===== config.mk =====
export PLATFORM = sky130hd
export DESIGN_NAME = std_divmod_pipe
export DESIGN_NICKNAME = d
export VERILOG_FILES = /design/src/rtl/std_divmod_pkg.sv /design/src/rtl/std_divmod_step.sv /design/src/rtl/std_divmod_pipe.sv
export SDC_FILE = /design/constraint.sdc
export NUM_CORES = 1
export LEC_CHECK = 0
export ABC_AREA = 1
export CORE_ASPECT_RATIO = 1.4
export CORE_UTILIZATION = 26
export DETAILED_ROUTE_END_ITERATION = 6
export PLACE_DENSITY = 0.5
export SYNTH_ARGS = -nofsm -noshare
export SYNTH_HDL_FRONTEND = slang
export SYNTH_HIERARCHICAL = 1
export SYNTH_SLANG_ARGS = --single-unit
export TNS_END_PERCENT = 50

===== constraint.sdc =====
create_clock -name clk -period 2 [get_ports clk]
set_input_delay 0.4 -clock clk [delete_from_list [all_inputs] [get_ports clk]]
set_output_delay 0.4 -clock clk [all_outputs]
set_load 0.01 [all_outputs]

===== src/rtl/std_divmod_pkg.sv =====
// Shared types and configuration checks for the std_divmod_pipe divider.
package std_divmod_pkg;

  typedef enum logic [1:0] {
    IDLE = 2'd0,
    RUN  = 2'd1,
    FIN  = 2'd2
  } state_t;

  // Bit k set means k quotient bits per cycle is a supported setting.
  localparam logic [7:0] BPC_LEGAL_MASK = 8'b0001_0110;

  function automatic bit bpc_is_legal(input int unsigned bpc, input int unsigned width);
    bit ok;
    if (bpc > 32'd7) begin
      ok = 1'b0;
    end else if (width < 32'd2 || width > 32'd64) begin
      ok = 1'b0;
    end else begin
      ok = BPC_LEGAL_MASK[bpc[2:0]] && ((width % bpc) == 32'd0);
    end
    return ok;
  endfunction

endpackage


===== src/rtl/std_divmod_step.sv =====
// One restoring shift-subtract step; chained to retire several quotient bits per cycle.
module std_divmod_step
  import std_divmod_pkg::*;
#(
  parameter int WIDTH = 32
) (
  input  logic [WIDTH-1:0] rem_in,
  input  logic [WIDTH-1:0] quo_in,
  input  logic [WIDTH-1:0] divisor,
  output logic [WIDTH-1:0] rem_out,
  output logic [WIDTH-1:0] quo_out
);

  logic [WIDTH:0] shifted_s;
  logic [WIDTH:0] divisor_ext_s;

  // Shift the next dividend bit into the partial remainder and try a subtract.
  always_comb begin
    shifted_s     = {rem_in, quo_in[WIDTH-1]};
    divisor_ext_s = {1'b0, divisor};
    if (shifted_s >= divisor_ext_s) begin
      rem_out = WIDTH'(shifted_s - divisor_ext_s);
      quo_out = {quo_in[WIDTH-2:0], 1'b1};
    end else begin
      rem_out = shifted_s[WIDTH-1:0];
      quo_out = {quo_in[WIDTH-2:0], 1'b0};
    end
  end

endmodule


===== src/rtl/std_divmod_pipe.sv =====
// Iterative restoring divider (quotient and remainder) with go/done handshake.
// Define STD_DIVMOD_SELFCHECK_EN to build a simulation-only result checker.
module std_divmod_pipe
  import std_divmod_pkg::*;
#(
  parameter int WIDTH          = 32,
  parameter int BITS_PER_CYCLE = 1,
  parameter int SIGNED         = 0
) (
  input  logic             clk,
  input  logic             reset_n,
  input  logic             go,
  input  logic [WIDTH-1:0] left,
  input  logic [WIDTH-1:0] right,
  output logic [WIDTH-1:0] out_quotient,
  output logic [WIDTH-1:0] out_remainder,
  output logic             done,
  output logic             div_by_zero
);

  localparam int N  = WIDTH / BITS_PER_CYCLE;
  localparam int CW = (N > 1) ? $clog2(N) : 1;
  localparam logic [CW-1:0]    LAST    = CW'(N - 1);
  localparam logic [CW-1:0]    CNT_ONE = {{(CW-1){1'b0}}, 1'b1};
  localparam logic [CW-1:0]    CNT_Z   = {CW{1'b0}};
  localparam logic [WIDTH-1:0] ONE     = {{(WIDTH-1){1'b0}}, 1'b1};
  localparam logic [WIDTH-1:0] ZERO    = {WIDTH{1'b0}};
  localparam logic [WIDTH-1:0] ONES    = {WIDTH{1'b1}};
  localparam bit IS_SIGNED = (SIGNED != 0);
  localparam bit CFG_OK    = bpc_is_legal(BITS_PER_CYCLE, WIDTH);

  if (!CFG_OK) begin : g_bad_cfg
    $error("std_divmod_pipe: illegal WIDTH/BITS_PER_CYCLE combination");
  end

  state_t           state_r;
  logic [CW-1:0]    cnt_r;
  logic [WIDTH-1:0] rem_r, quo_r, dvs_r;
  logic             neg_q_r, neg_r_r;
  logic [WIDTH-1:0] quotient_r, remainder_r;
  logic             done_r, dbz_r;

  logic             left_neg_s, right_neg_s;
  logic [WIDTH-1:0] left_mag_s, right_mag_s, zero_quo_s;
  logic [WIDTH-1:0] quo_fin_s, rem_fin_s;
  logic [WIDTH-1:0] rem_chain_s [BITS_PER_CYCLE+1];
  logic [WIDTH-1:0] quo_chain_s [BITS_PER_CYCLE+1];

  // Operand magnitudes and the divide-by-zero quotient, used at the start edge.
  always_comb begin
    left_neg_s  = IS_SIGNED & left[WIDTH-1];
    right_neg_s = IS_SIGNED & right[WIDTH-1];
    if (left_neg_s) begin
      left_mag_s = ~left + ONE;
      zero_quo_s = ONE;
    end else begin
      left_mag_s = left;
      zero_quo_s = ONES;
    end
    if (right_neg_s) begin
      right_mag_s = ~right + ONE;
    end else begin
      right_mag_s = right;
    end
  end

  assign rem_chain_s[0] = rem_r;
  assign quo_chain_s[0] = quo_r;

  for (genvar g = 0; g < BITS_PER_CYCLE; g++) begin : g_step
    std_divmod_step #(.WIDTH(WIDTH)) u_step (
      .rem_in  (rem_chain_s[g]),
      .quo_in  (quo_chain_s[g]),
      .divisor (dvs_r),
      .rem_out (rem_chain_s[g+1]),
      .quo_out (quo_chain_s[g+1])
    );
  end

  // Re-apply signs to the last iteration's magnitudes (MIN / -1 wraps to MIN).
  always_comb begin
    if (neg_q_r) begin
      quo_fin_s = ~quo_chain_s[BITS_PER_CYCLE] + ONE;
    end else begin
      quo_fin_s = quo_chain_s[BITS_PER_CYCLE];
    end
    if (neg_r_r) begin
      rem_fin_s = ~rem_chain_s[BITS_PER_CYCLE] + ONE;
    end else begin
      rem_fin_s = rem_chain_s[BITS_PER_CYCLE];
    end
  end

  // Control FSM and datapath; FIN accepts a held go as the next request.
  always_ff @(posedge clk or negedge reset_n) begin
    if (!reset_n) begin
      state_r     <= IDLE;
      cnt_r       <= CNT_Z;
      rem_r       <= ZERO;
      quo_r       <= ZERO;
      dvs_r       <= ZERO;
      neg_q_r     <= 1'b0;
      neg_r_r     <= 1'b0;
      quotient_r  <= ZERO;
      remainder_r <= ZERO;
      done_r      <= 1'b0;
      dbz_r       <= 1'b0;
    end else begin
      case (state_r)
        IDLE, FIN: begin
          done_r <= 1'b0;
          if (go) begin
            cnt_r   <= CNT_Z;
            rem_r   <= ZERO;
            quo_r   <= left_mag_s;
            dvs_r   <= right_mag_s;
            neg_q_r <= left_neg_s ^ right_neg_s;
            neg_r_r <= left_neg_s;
            if (right == ZERO) begin
              state_r     <= FIN;
              done_r      <= 1'b1;
              quotient_r  <= zero_quo_s;
              remainder_r <= left;
              dbz_r       <= 1'b1;
            end else begin
              state_r <= RUN;
            end
          end else begin
            state_r <= IDLE;
          end
        end
        RUN: begin
          if (!go) begin
            state_r <= IDLE;
          end else begin
            rem_r <= rem_chain_s[BITS_PER_CYCLE];
            quo_r <= quo_chain_s[BITS_PER_CYCLE];
            if (cnt_r == LAST) begin
              state_r     <= FIN;
              done_r      <= 1'b1;
              quotient_r  <= quo_fin_s;
              remainder_r <= rem_fin_s;
              dbz_r       <= 1'b0;
            end else begin
              cnt_r <= cnt_r + CNT_ONE;
            end
          end
        end
        default: begin
          state_r <= IDLE;
          done_r  <= 1'b0;
        end
      endcase
    end
  end

  assign out_quotient  = quotient_r;
  assign out_remainder = remainder_r;
  assign done          = done_r;
  assign div_by_zero   = dbz_r;

`ifdef STD_DIVMOD_SELFCHECK_EN
  logic start_s;
  assign start_s = go && ((state_r == IDLE) || (state_r == FIN));

  std_divmod_selfcheck #(.WIDTH(WIDTH), .SIGNED(SIGNED)) u_selfcheck (
    .clk       (clk),
    .start     (start_s),
    .left      (left),
    .right     (right),
    .quotient  (quotient_r),
    .remainder (remainder_r),
    .done      (done_r)
  );
`endif

endmodule

`ifdef STD_DIVMOD_SELFCHECK_EN
// Simulation-only comparison of each completed result against "/" and "%".
module std_divmod_selfcheck #(
  parameter int WIDTH  = 32,
  parameter int SIGNED = 0
) (
  input logic             clk,
  input logic             start,
  input logic [WIDTH-1:0] left,
  input logic [WIDTH-1:0] right,
  input logic [WIDTH-1:0] quotient,
  input logic [WIDTH-1:0] remainder,
  input logic             done
);
  localparam logic [WIDTH-1:0] MIN  = {1'b1, {(WIDTH-1){1'b0}}};
  localparam logic [WIDTH-1:0] ONES = {WIDTH{1'b1}};
  localparam logic [WIDTH-1:0] ZERO = {WIDTH{1'b0}};

  logic [WIDTH-1:0] l_r, r_r, exp_q_s, exp_r_s;
  logic             skip_s;

  // Reference result for the operands captured at the last start.
  always_comb begin
    skip_s = (r_r == ZERO) || ((SIGNED != 0) && (l_r == MIN) && (r_r == ONES));
    if (skip_s) begin
      exp_q_s = ZERO;
      exp_r_s = ZERO;
    end else if (SIGNED != 0) begin
      exp_q_s = WIDTH'($signed(l_r) / $signed(r_r));
      exp_r_s = WIDTH'($signed(l_r) % $signed(r_r));
    end else begin
      exp_q_s = l_r / r_r;
      exp_r_s = l_r % r_r;
    end
  end

  // Compare on done before a same-edge restart overwrites the operands.
  always @(posedge clk) begin
    if (done && !skip_s && ((quotient !== exp_q_s) || (remainder !== exp_r_s))) begin
      $error("std_divmod_selfcheck: %h/%h gave q=%h r=%h, expected q=%h r=%h",
             l_r, r_r, quotient, remainder, exp_q_s, exp_r_s);
    end
    if (start) begin
      l_r <= left;
      r_r <= right;
    end
  end
endmodule
`endif

**After elaboration in Yosys (flattened, before gate mapping)**

Index checks and enable logic that the tools add are counted.

- Add/sub/neg operators: 2
- Magnitude comparators: 1
- Reductions and logical operators: 9
- Equality and inequality tests: 9
- Muxes and demuxes: 37

Operators by type and width:

| cell | number |
|---|---|
| 32-bit 2-to-1 mux | 13 |
| 32-bit one-hot mux with 2 select lines | 4 |
| 33-bit by 32-bit >= comparator with 1-bit output | 1 |
| 32-bit logical NOT | 1 |
| 32-bit subtractor | 1 |
| 5-bit 2-to-1 mux | 3 |
| 2-bit inequality test, second input constant | 5 |
| 5-bit one-hot mux with 2 select lines | 1 |
| 1-bit 2-to-1 mux | 9 |
| 2-bit 2-to-1 mux | 4 |
| 5-bit by 1-bit adder with 5-bit output, second input constant | 1 |
| 5-bit equality test, second input constant | 1 |
| 5-bit AND reduction | 1 |
| 1-bit one-hot mux with 2 select lines | 2 |
| 2-bit one-hot mux with 2 select lines | 1 |
| 2-bit AND reduction | 2 |
| 4-bit AND reduction | 1 |
| 3-bit inequality test, second input constant | 1 |
| 3-bit AND reduction | 1 |
| 2-bit by 1-bit equality test with 1-bit output, second input constant | 1 |
| 2-bit equality test, second input constant | 1 |
| 2-bit logical NOT | 1 |
| 2-bit nonzero test | 1 |
| 2-bit OR reduction | 1 |

- Bits of input ports: 67
- Word-level logic and storage cells: 67
- Output and inout port bits: 66
- Register bits: 169

**Longest topological paths before layout**

- Word-level depth: 5
- Depth in mapped cells: 20
- Mapped depth without buffers: 18

**Cells and area by module**

Netlist, hierarchy kept.

By module, submodules not included:

| module | area each (um^2) | times used | sequential area each (um^2) | cells each |
|---|---|---|---|---|
| std_divmod_pipe | 7,347.0 | 1 | 4,229.1 | 877 |
| std_divmod_step | 3,425.8 | 1 | 0.0 | 683 |

**Least setup slack after synthesis**

Ideal clock, no wire load.

- Path kind: register -> register
- Start: register rem_r[2]
- End: register quotient_r[0] (netlist: out_quotient[0])
- Path slack: -0.109 ns
- Clock period less this slack: 2.109 ns
- Stages on the path, launching flop included: 16
- Data arrival time: 1.992 ns
- Buffers on the path: 1
- Data required time: 1.883 ns
- Library setup time: 0.117 ns
- Cell sequence: dfrtp_1 > ha_1 > nand2_2 > inv_1 > nand2_1 > nand2_1 > nand2_1 > nand3_2 > nand2_2 > nand2_2 > nand2_4 > nand2_8 > buf_6 > or2_2 > nand3_1 > nand2_1

RTL lines:

| element | RTL line | text |
|---|---|---|
| start: declaration | std_divmod_pipe.sv:38 | `logic [WIDTH-1:0] rem_r, quo_r, dvs_r;` |
| start signal: assignment | std_divmod_pipe.sv:136 | `rem_r <= rem_chain_s[BITS_PER_CYCLE];` |
| end signal: assignment | std_divmod_pipe.sv:122 | `quotient_r <= zero_quo_s;` |
| end signal: assignment | std_divmod_pipe.sv:141 | `quotient_r <= quo_fin_s;` |
| end: declaration | std_divmod_pipe.sv:40 | `logic [WIDTH-1:0] quotient_r, remainder_r;` |

==> reports/qor.txt <==
Tcrit/Tclk final -> 120%
critical path arrival -> 2800 ps
Antenna Nets Post-Route -> 0
Yosys reg bits -> 169
DP HPWL -> 27900 um
worst r2r src -> rem_r[28]$_DFFE_PN0P_
Yosys cell types -> 38
critical setup path kind -> register to register
CTS HTree Levels -> 4
grt ovf -> 0
first-pass GRT wire length -> 58700 um
DRT Pass-1 Iters -> 7
post-synthesis instance total -> 1560
synth warn -> 6
final setup vio count -> 66
Final Non-Filler Cells -> 2429
ys async rst share -> 100%
worst reg-to-reg path cell count -> 15
Nets -> 1985
synthesis-to-finish area growth -> 50.7%
row cnt -> 87
Seq pwr share -> 25.4%
PortBufs -> 132
Post-Place Cells -> 2355
Final GP Congestion -> 0.887
failing checks -> setup timing
die height -> 243 um
clk slew on worst S/H paths -> 70 ps
routed len/inst -> 15.1 um
Power Dens Cells -> 1340 nW/um2
share of cells above drive strength 1 -> 29.4%
slew at the pin closest to its max-slew limit -> 365 ps
Residual DRC -> 0
Ant. Diodes -> 0
P_leak -> 8.09 nW
Worst setup EP type -> register
Sw Share -> 40.3%
Worst R2R End -> out_remainder[25]$_DFFE_PN0P_
largest net degree at the start of global routing -> 68
# clock sinks -> 169
Slew headroom -> 75.6%
Post-synth EDFFs -> 0
final non-filler cell area -> 16200 um2
Worst R2R Setup Slack -> -400 ps
core area -> 40600 um2
startpoint types -> register
Setup WS pre-CTS -> -568 ps
iteration-0 DRC count of the detailed router -> 534
Worst Skew -> 10.8 ps
max cap viols -> 0
Clk pwr share -> 17.0%
Synth Flop Type -> dfrtp_1
CTS tree -> yes
Hold Violations, Final -> 0
NetSw -> 0.00873 W
Mapped Area -> 10800 um2
CTS Buf Count -> 17
Req. time, crit path -> 2400 ps
vias in the first global route -> 10900
die width -> 174 um
I/O Pins -> 133
most common cell after layout, fill and taps aside -> nand2_1
Total Routing Usage GR -> 17.8%
clock buffer depth -> 2
part of the power in combinational logic -> 57.6%
worst min path class -> input pin to async pin
P_int -> 0.0130 W
Max IR drop VDD -> 0.000766 V
syn_area_per_cell -> 6.91 um2
number of antenna violations at the first check in global routing -> 0
CP max FO -> 8
Vias -> 10800
clk_lat worst skew -> 460 ps
Net Count, Synth -> 1662
Fmax -> 0.416 GHz
die area -> 42300 um2
Avg Vias per Cell -> 4.43
fin crit period -> 2400 ps
pins over their slew limit -> 0
Routed Wire Length -> 36800 um
DP Area -> 14300 um2
status -> complete, but fails checks
Initial Util -> 26.5%
RSZ-0062 raised after global routing -> yes
sequential share of the synthesized area -> 39.3%
Root Driver -> clkbuf_16
commonest non-fill, non-tap cells in the layout -> nand2_1, buf_4, dfrtp_1
Final WS setup -> -402 ps
-- cell usage after synthesis, types with 4 or more instances --
| library cell | number | area share, % |
|---|---|---|
| a21oi_1 | 22 | 1.0 |
| a31oi_1 | 32 | 1.9 |
| and2_1 | 8 | 0.46 |
| buf_1 | 5 | 0.17 |
| buf_2 | 29 | 1.3 |
| buf_4 | 37 | 2.6 |
| buf_6 | 5 | 0.52 |
| clkbuf_1 | 21 | 0.73 |
| dfrtp_1 | 169 | 39 |
| ha_1 | 34 | 3.9 |
| inv_1 | 157 | 5.5 |
| inv_2 | 7 | 0.24 |
| nand2_1 | 644 | 22 |
| nand2_2 | 4 | 0.23 |
| nand3_1 | 151 | 7.0 |
| nand3_2 | 16 | 1.5 |
| nand3b_1 | 10 | 0.70 |
| nor2_1 | 90 | 3.1 |
| nor2_2 | 6 | 0.35 |
| nor3_1 | 7 | 0.33 |
| o21ai_0 | 41 | 1.9 |
| or2_2 | 32 | 1.9 |
| xor2_1 | 14 | 1.1 |
-- flip-flops by register name, indices dropped and copies added (netlist names) --
name / cells
cnt_r: 5
div_by_zero: 1
done: 1
dvs_r: 32
out_quotient: 32
out_remainder: 32
quo_r: 32
rem_r: 32
state_r: 2
-- how the worst max path moves through the flow --
| stage | from | end | slack [ps] |
|---|---|---|---|
| after CTS | rem_r[28]$_DFFE_PN0P_ | out_remainder[26]$_DFFE_PN0P_ | -350 |
| after global placement | rem_r[21]$_DFFE_PN0P_ | rem_r[23]$_DFFE_PN0P_ | -570 |
| after floorplan | rem_r[1]$_DFFE_PN0P_ | out_quotient[0]$_DFFE_PN0P_ | -20 |
| after global routing | dvs_r[29]$_DFFE_PN0P_ | out_remainder[18]$_DFFE_PN0P_ | -500 |
| final | rem_r[28]$_DFFE_PN0P_ | out_remainder[25]$_DFFE_PN0P_ | -400 |
| after detailed placement | rem_r[21]$_DFFE_PN0P_ | rem_r[23]$_DFFE_PN0P_ | -570 |
-- logic make-up after synthesis --
logic type	after synthesis	synth area share, %
AND/OR/NAND/NOR	977	38.8
buffers and inverters	263	11.4
adder cells (fa/ha/maj)	35	4.13
XOR/XNOR	15	1.22
flip-flops	169	39.3
AO/OA/AOI/OAI	101	5.18
-- critical path, cell delays in order, from the launching register on --
cell,delay (ps)
dfrtp_1,420
ha_4,280
buf_6,100
nand2_4,50
nor3_4,140
nand2_2,130
nor3_4,300
nand2_8,110
buf_12,150
nand2_8,120
nand3_2,140
nand2_1,110
nand2_1,70
nand2_1,90
nand3_1,70
nand2_1,60
-- layout make-up --
class                   instances  area [um2]
flip-flops and latches        169        4250
clock buffers                  22         474
repair buffers                401        3740
inverters                     164         616
well taps                     534         668
fillers                      4208       24400
clock inverters                 9         164
multi-input cells            1130        6320
-- power groups by stage --
| stage | logic [W] | registers, W | clock network, W |
|---|---|---|---|
| 2_1_floorplan | 0.00547 | 0.00554 | 0 |
| 3_3_place_gp | 0.0105 | 0.00550 | 0 |
| 3_5_place_dp | 0.0106 | 0.00552 | 0 |
| 4_1_cts | 0.0119 | 0.00552 | 0.00377 |
| 5_1_grt | 0.0137 | 0.00566 | 0.00388 |
| 6_report | 0.0125 | 0.00551 | 0.00368 |
-- through the flow --
stage	hold WS [ps]	total power [W]	util, %	TNS, ps
4_1_cts	412	0.0212	39.0	-18420
2_1_floorplan	104	0.0110	-	-548
6_report	419	0.0217	40.0	-20830
3_3_place_gp	324	0.0160	35.2	-45530
3_5_place_dp	326	0.0161	35.2	-47280
5_1_grt	430	0.0232	40.0	-27820
-- per-layer routing --
layer	share of wire (%)	global-route usage, %	wire (um)	vias up
met5	0	0	0	-
met1	43	20.9	15700	5016
met3	2.6	2.49	944	55
met2	51	32.0	18800	197
met4	3.6	7.79	1340	0
li1	-	-	-	5482
-- what timing repair did --
item,in CTS,in global routing
cloned,5,0
endpoints found under the setup margin,66,98
endpoints found under the hold margin,28,0
pin swaps,69,88
resized for setup,153,95
hold buffers,1,0
buffers inserted,24,15
Power figures use the tool's default switching activity.
